==> src/rtl/spi_xfer_ctrl.sv <==
// SPI transfer sequencer: frames a 1..32-bit transfer with CS setup/hold, gates spi_clkgen, shifts MOSI and samples MISO.
// Latency: busy/cs_n assert 1 cycle after start; done_o arrives CS_DLY+1 cycles after the exit strobe.
// Backpressure: none; start_i is taken only in IDLE and dropped while busy, abort_i returns to IDLE on the next edge.
module spi_xfer_ctrl #(
  parameter int CS_DLY = 2,
  parameter int DATA_W = 32
) (
  input  logic              clk_i,
  input  logic              rst_i,
  input  logic              start_i,
  input  logic              abort_i,
  input  logic              cpha_i,
  input  logic [4:0]        len_i,
  input  logic [DATA_W-1:0] tx_data_i,
  input  logic              spi_rise_i,
  input  logic              spi_fall_i,
  input  logic              miso_i,
  output logic              clk_en_o,
  output logic              last_clk_o,
  output logic              cs_n_o,
  output logic              mosi_o,
  output logic              busy_o,
  output logic              done_o,
  output logic [DATA_W-1:0] rx_data_o
);

  typedef enum logic [1:0] {S_IDLE, S_SETUP, S_XFER, S_HOLD} state_t;

  localparam logic [7:0] DLY_LAST = 8'(CS_DLY - 1);

  state_t            r_state, w_state_nxt;
  logic [4:0]        r_len, w_len_nxt;
  logic              r_cpha, w_cpha_nxt;
  logic              r_first, w_first_nxt;
  logic [DATA_W-1:0] r_tx_sr, w_tx_nxt;
  logic [DATA_W-1:0] r_rx_sr, w_rx_nxt;
  logic [DATA_W-1:0] r_rx_data, w_rx_data_nxt;
  logic [5:0]        r_bcnt, w_bcnt_nxt, w_bcnt_s;
  logic [7:0]        r_dcnt, w_dcnt_nxt;
  logic              r_clk_en, w_clk_en_nxt;
  logic              r_last, w_last_nxt;
  logic              r_cs_n, w_cs_n_nxt;
  logic              r_busy, w_busy_nxt;
  logic              r_done, w_done_nxt;

  logic [5:0]        w_n;
  logic              w_smp_stb;
  logic              w_sft_stb;
  logic [DATA_W-1:0] w_mask;

  assign w_n       = {1'b0, r_len} + 6'd1;
  assign w_smp_stb = r_cpha ? spi_fall_i : spi_rise_i;
  assign w_sft_stb = r_cpha ? spi_rise_i : spi_fall_i;
  // Shift by 32 yields zero, so the mask is all ones for a full-width transfer.
  assign w_mask    = ~({DATA_W{1'b1}} << w_n);

  // State and datapath registers; every output is taken straight from a flop.
  always_ff @(posedge clk_i) begin
    if (rst_i) begin
      r_state   <= S_IDLE;
      r_len     <= '0;
      r_cpha    <= 1'b0;
      r_first   <= 1'b0;
      r_tx_sr   <= '0;
      r_rx_sr   <= '0;
      r_rx_data <= '0;
      r_bcnt    <= '0;
      r_dcnt    <= '0;
      r_clk_en  <= 1'b0;
      r_last    <= 1'b0;
      r_cs_n    <= 1'b1;
      r_busy    <= 1'b0;
      r_done    <= 1'b0;
    end else begin
      r_state   <= w_state_nxt;
      r_len     <= w_len_nxt;
      r_cpha    <= w_cpha_nxt;
      r_first   <= w_first_nxt;
      r_tx_sr   <= w_tx_nxt;
      r_rx_sr   <= w_rx_nxt;
      r_rx_data <= w_rx_data_nxt;
      r_bcnt    <= w_bcnt_nxt;
      r_dcnt    <= w_dcnt_nxt;
      r_clk_en  <= w_clk_en_nxt;
      r_last    <= w_last_nxt;
      r_cs_n    <= w_cs_n_nxt;
      r_busy    <= w_busy_nxt;
      r_done    <= w_done_nxt;
    end
  end

  // Next-state, shift/sample and registered-output decode; sample is applied before shift.
  always_comb begin
    w_state_nxt   = r_state;
    w_len_nxt     = r_len;
    w_cpha_nxt    = r_cpha;
    w_first_nxt   = r_first;
    w_tx_nxt      = r_tx_sr;
    w_rx_nxt      = r_rx_sr;
    w_rx_data_nxt = r_rx_data;
    w_bcnt_nxt    = r_bcnt;
    w_bcnt_s      = r_bcnt;
    w_dcnt_nxt    = r_dcnt;
    w_done_nxt    = 1'b0;

    unique case (r_state)
      S_IDLE: begin
        if (start_i && !abort_i) begin
          w_len_nxt   = len_i;
          w_cpha_nxt  = cpha_i;
          w_first_nxt = 1'b1;
          // Left-align so the first bit to send always sits in the MSB.
          w_tx_nxt    = tx_data_i << (DATA_W - 1 - int'(len_i));
          w_rx_nxt    = '0;
          w_bcnt_nxt  = '0;
          w_dcnt_nxt  = '0;
          w_state_nxt = S_SETUP;
        end
      end
      S_SETUP: begin
        if (r_dcnt == DLY_LAST) begin
          w_dcnt_nxt  = '0;
          w_state_nxt = S_XFER;
        end else begin
          w_dcnt_nxt = r_dcnt + 8'd1;
        end
      end
      S_XFER: begin
        if (w_smp_stb && (r_bcnt < w_n)) begin
          w_rx_nxt = {r_rx_sr[DATA_W-2:0], miso_i};
          w_bcnt_s = r_bcnt + 6'd1;
        end
        w_bcnt_nxt = w_bcnt_s;
        if (w_sft_stb) begin
          // With cpha=1 the leading rise only opens the first bit; nothing moves yet.
          if (r_cpha && r_first) begin
            w_first_nxt = 1'b0;
          end else if (w_bcnt_s < w_n) begin
            w_tx_nxt = r_tx_sr << 1;
          end
        end
        // Both modes finish on a fall once all N bits are in, leaving SCK idle-low.
        if (spi_fall_i && (w_bcnt_s == w_n)) begin
          w_dcnt_nxt  = '0;
          w_state_nxt = S_HOLD;
        end
      end
      S_HOLD: begin
        if (r_dcnt == DLY_LAST) begin
          w_state_nxt   = S_IDLE;
          w_done_nxt    = 1'b1;
          w_rx_data_nxt = r_rx_sr & w_mask;
        end else begin
          w_dcnt_nxt = r_dcnt + 8'd1;
        end
      end
      default: w_state_nxt = S_IDLE;
    endcase

    if (abort_i && (r_state != S_IDLE)) begin
      w_state_nxt   = S_IDLE;
      w_done_nxt    = 1'b0;
      w_rx_data_nxt = r_rx_data;
    end

    w_clk_en_nxt = (w_state_nxt == S_XFER);
    w_last_nxt   = w_clk_en_nxt && (w_bcnt_nxt >= {1'b0, w_len_nxt});
    w_busy_nxt   = (w_state_nxt != S_IDLE);
    w_cs_n_nxt   = (w_state_nxt == S_IDLE);
  end

  assign clk_en_o   = r_clk_en;
  assign last_clk_o = r_last;
  assign cs_n_o     = r_cs_n;
  assign mosi_o     = r_tx_sr[DATA_W-1];
  assign busy_o     = r_busy;
  assign done_o     = r_done;
  assign rx_data_o  = r_rx_data;

endmodule

==> config.mk <==
export PLATFORM = sky130hd
export DESIGN_NAME = spi_xfer_ctrl
export DESIGN_NICKNAME = d
export VERILOG_FILES = /design/src/rtl/spi_xfer_ctrl.sv
export SDC_FILE = /design/constraint.sdc
export NUM_CORES = 1
export LEC_CHECK = 0
export ABC_AREA = 1
export CORE_ASPECT_RATIO = 2
export CORE_UTILIZATION = 40
export CTS_CLUSTER_DIAMETER = 60
export CTS_CLUSTER_SIZE = 14
export DETAILED_ROUTE_END_ITERATION = 8
export PLACE_DENSITY = 0.68
export SLEW_MARGIN = 20
export SYNTH_ARGS = -nofsm -noshare
export SYNTH_HDL_FRONTEND = slang
export SYNTH_SLANG_ARGS = --single-unit
==> constraint.sdc <==
create_clock -name clk_i -period 3.5 [get_ports clk_i]
set_input_delay 1.05 -clock clk_i [delete_from_list [all_inputs] [get_ports clk_i]]
set_output_delay 1.05 -clock clk_i [all_outputs]
set_load 0.005 [all_outputs]
==> results.tsv <==
metric	value	unit
Worst Setup Path Type	in2reg	
I/O pins	83	
grt ovf	0	
number of H-tree levels	4	
count of pins over their slew limit	0	
status	finished with violations	
sequence of cells on the critical path	clkdlybuf4s50_1 -> inv_1 -> nor2_1 -> buf_4 -> nor2_1 -> nor2_2 -> inv_1 -> nand2_1 -> nand2_1 -> ha_1 -> a21boi_0 -> o21ai_0 -> nand2_1 -> nand2_1 -> nand2_1 -> a21oi_1 -> buf_4 -> nand3_1 -> nand2_1 -> inv_1	
final core utilization	52.9	%
Clock Path Buffers	2	
overall track demand over capacity in global routing	25.5	%
number of buffers added on ports	82	
violation count after the first detailed-route iteration	394	
main flop type after synthesis	sky130_fd_sc_hd__dfxtp_1	
minimum clock period	3280	ps
most frequent standard cell in the layout excluding fill and tap cells	sky130_fd_sc_hd__nand2_1	
commonest non-fill, non-tap cells in the layout	sky130_fd_sc_hd__nand2_1, sky130_fd_sc_hd__nand3_1, sky130_fd_sc_hd__dfxtp_1	
Setup violations, final	0	
weighted congestion at the end of routability-driven global placement	0.939	
measured slew at the worst slew-check pin	650	ps
number of detailed-route iterations in the first pass	7	
routed metal-1 wire length	8110	um
proportion of power drawn by the clock network	42.6	%
sort of element at the end of the critical path	flip-flop	
maximum number of pins on one net before global-route repair	59	
WL/cell	16.3	um
number of enable-type register cells in the synthesized netlist	0	
Core Rows	69	
area enclosed by the die boundary	19000	um2
gate count after technology mapping	1141	
fraction of synthesis flops using an asynchronous set or reset pin	0	%
power dissipated by switching net loads	1270	uW
setup repair after global routing missed its margin	no	
number of global-route vias before repair	7936	
signal arrival time at the worst endpoint	3600	ps
worst voltage drop across the vdd grid	289	uV
failing checks	design-rule violations	
CTS tree	done	
Diodes inserted	0	
met2 routed wirelength	13000	um
total count of hold-check failures in the final report	0	
Sequential Area	2490	um2
beginning of the critical path	start_i	
antenna violation net count after detailed routing	0	
most frequent cell on the critical path	sky130_fd_sc_hd__nand2_1	
critical path's largest stage delay	460	ps
Num CTS Buffers	17	
area used by multi-input combinational logic	4390	um2
number of fillers in the final layout	1775	
Area Overhead vs Synth	28.2	%
crit path max-delay cell type	sky130_fd_sc_hd__clkdlybuf4s50_1	
type of origin of the critical path	primary input	
post-layout instance count excluding filler cells	1464	
Combinational Power Share	21.6	%
Ys Warns	0	
Hold Path Class	reg2reg	
overall via count from detail_route	8125	
worst skew pair latency	430	ps
WL final	23900	um
clock tree root driver cell	sky130_fd_sc_hd__clkbuf_16	
Residual DRC	8	
floorplan die width	98.0	um
number of nets produced by synthesis	1208	
critical path buffer and inverter count	6	
highest metal layer used by the detailed router	met4	
vertical die dimension	194	um
worst hold path startpoint	rx_data_o[15]	
post-synthesis sequential element count	124	
Cell Pwr Density	458	nW/um2
MaxCap Viol Count	0	
Cell variety after synth	39	
period utilisation layout	93.6	%
Required @ worst endpoint	3820	ps
Clk pin slew, worst setup/hold paths	50	ps
placed insts	1429	
half-perimeter wire length after detailed placement	17900	um
leakage	0.00404	uW
initial antenna violation count	0	
wire length of the first global-routing pass	38200	um
overall power after layout	4330	uW
number of buffers inserted for hold repair after clock tree synthesis	0	
starting utilization of the core area	41.3	%
Clock Sinks	124	
Reg-to-Reg Start	r_len[2]	
share of power burned in registers	35.8	%
area of the placeable core	17900	um2
sequential cell area fraction in the yosys report	33.7	%
switching share of power	29.3	%
final setup skew	11.9	ps
Largest delay share family, worst path	buffers and inverters	
worst-path maximum fanout	4	
vias per cell	5.55	
internal power contribution	3060	uW
nets	1305	
Achievable Freq	305	MHz
met3 layer wire length in the routed design	878	um
Post-Synthesis Mean Instance Area	6.46	um2
fraction of final layout cells with drive strength greater than 1	12.7	%
post-synthesis cell area	7370	um2
Slew HR	56.6	%
[power by group through the flow]
stage	Clock (uW)	Combinational [uW]	Sequential (uW)
final	1840	936	1550
after global routing	1930	1040	1560
after CTS	1860	906	1550
after detailed placement	0	902	1570
after global placement	0	893	1580
after floorplan	0	549	1560
[registers in the layout, summed over array words and instances, names as in the netlist]
signal / cells
last_clk_o: 1
done_o: 1
rx_data_o: 32
r_len: 5
r_rx_sr: 32
r_first: 1
r_tx_sr: 32
r_cpha: 1
cs_n_o: 1
busy_o: 1
r_state: 2
r_dcnt: 8
r_bcnt: 6
clk_en_o: 1
[synth_stat cells, types with 12 or more instances]
| master | instances | area, um2 |
|---|---|---|
| sky130_fd_sc_hd__o21ai_0 | 58 | 290 |
| sky130_fd_sc_hd__inv_1 | 72 | 270 |
| sky130_fd_sc_hd__buf_2 | 12 | 60.1 |
| sky130_fd_sc_hd__nand3_1 | 220 | 1100 |
| sky130_fd_sc_hd__or2_2 | 22 | 138 |
| sky130_fd_sc_hd__nor2_1 | 75 | 282 |
| sky130_fd_sc_hd__inv_2 | 12 | 45.0 |
| sky130_fd_sc_hd__a21oi_1 | 110 | 551 |
| sky130_fd_sc_hd__nand2_1 | 232 | 871 |
| sky130_fd_sc_hd__clkbuf_1 | 44 | 165 |
| sky130_fd_sc_hd__ha_1 | 22 | 275 |
| sky130_fd_sc_hd__o21ai_1 | 55 | 275 |
| sky130_fd_sc_hd__buf_1 | 12 | 45.0 |
| sky130_fd_sc_hd__dfxtp_1 | 124 | 2480 |
[per-stage QoR]
stage	worst slack (ps)	cell area [um2]	setup TNS, ps	hold slack [ps]
finish	222	9450	0	463
global route	12.5	9450	0	475
CTS	-23.3	9310	-23.3	464
detailed placement	-391	8690	-11990	455
global placement	-354	8690	-11500	448
floorplan	220	7370	0	440
[final timing paths]
kind	endpoint	slack (ps)	cells after the start
worst max register to register	r_tx_sr[29]	260	20
worst max-delay path	last_clk_o	220	20
worst min register to register	rx_data_o[15]	460	2
worst min-delay path	rx_data_o[15]	460	2
[cell families (layout without fill, tap and decap cells)]
family                     count (synthesis)  in the layout  synth area share, %
buffers and inverters                    158            268                 8.40
DFF                                      124            124                 33.7
adders and majority gates                 22             22                 3.73
AOI/OAI and AO/OA                        246            246                 17.6
xor gates and xnor gates                   9              9                 1.07
and+or+nand+nor                          582            582                 35.5
[area by class of cell]
class,instances,share of cell area [%]
clock inverter,11,1.79
inverter,87,3.45
timing repair buffer,149,14.5
multi-input combinational,859,46.4
clock buffer,21,4.66
sequential,124,26.3
tap,213,2.82
[layer usage]
metal  GRT usage (%)  vias to the layer above
li1                -                     4039
met1            23.4                     3704
met2            48.5                      281
met3            4.22                      101
met4            20.0                        0
met5               0                        -
[worst register-to-register path, cell delays in order, from the launching register on]
cell and delay [ps]:
sky130_fd_sc_hd__dfxtp_1 450, sky130_fd_sc_hd__nand3_2 170, sky130_fd_sc_hd__nor2_4 160, sky130_fd_sc_hd__inv_2 70, sky130_fd_sc_hd__ha_4 230, sky130_fd_sc_hd__a211oi_4 280
sky130_fd_sc_hd__buf_4 160, sky130_fd_sc_hd__nand3b_1 80, sky130_fd_sc_hd__and2_1 170, sky130_fd_sc_hd__ha_1 260, sky130_fd_sc_hd__inv_1 70, sky130_fd_sc_hd__nor2_1 40
sky130_fd_sc_hd__o21ai_1 160, sky130_fd_sc_hd__nand3_2 140, sky130_fd_sc_hd__nor2_2 150, sky130_fd_sc_hd__nor2_2 60, sky130_fd_sc_hd__buf_12 150, sky130_fd_sc_hd__a21oi_1 140
sky130_fd_sc_hd__nand3_1 100, sky130_fd_sc_hd__nand2_1 70, sky130_fd_sc_hd__inv_1 30
[what timing repair did]
item / CTS / global route
pin swaps: 0 / 7
gates resized for setup: 1 / 27
setup endpoints to repair: 2 / 45
setup buffers: 0 / 3
Note: power is estimated with default switching activity, not from simulation.
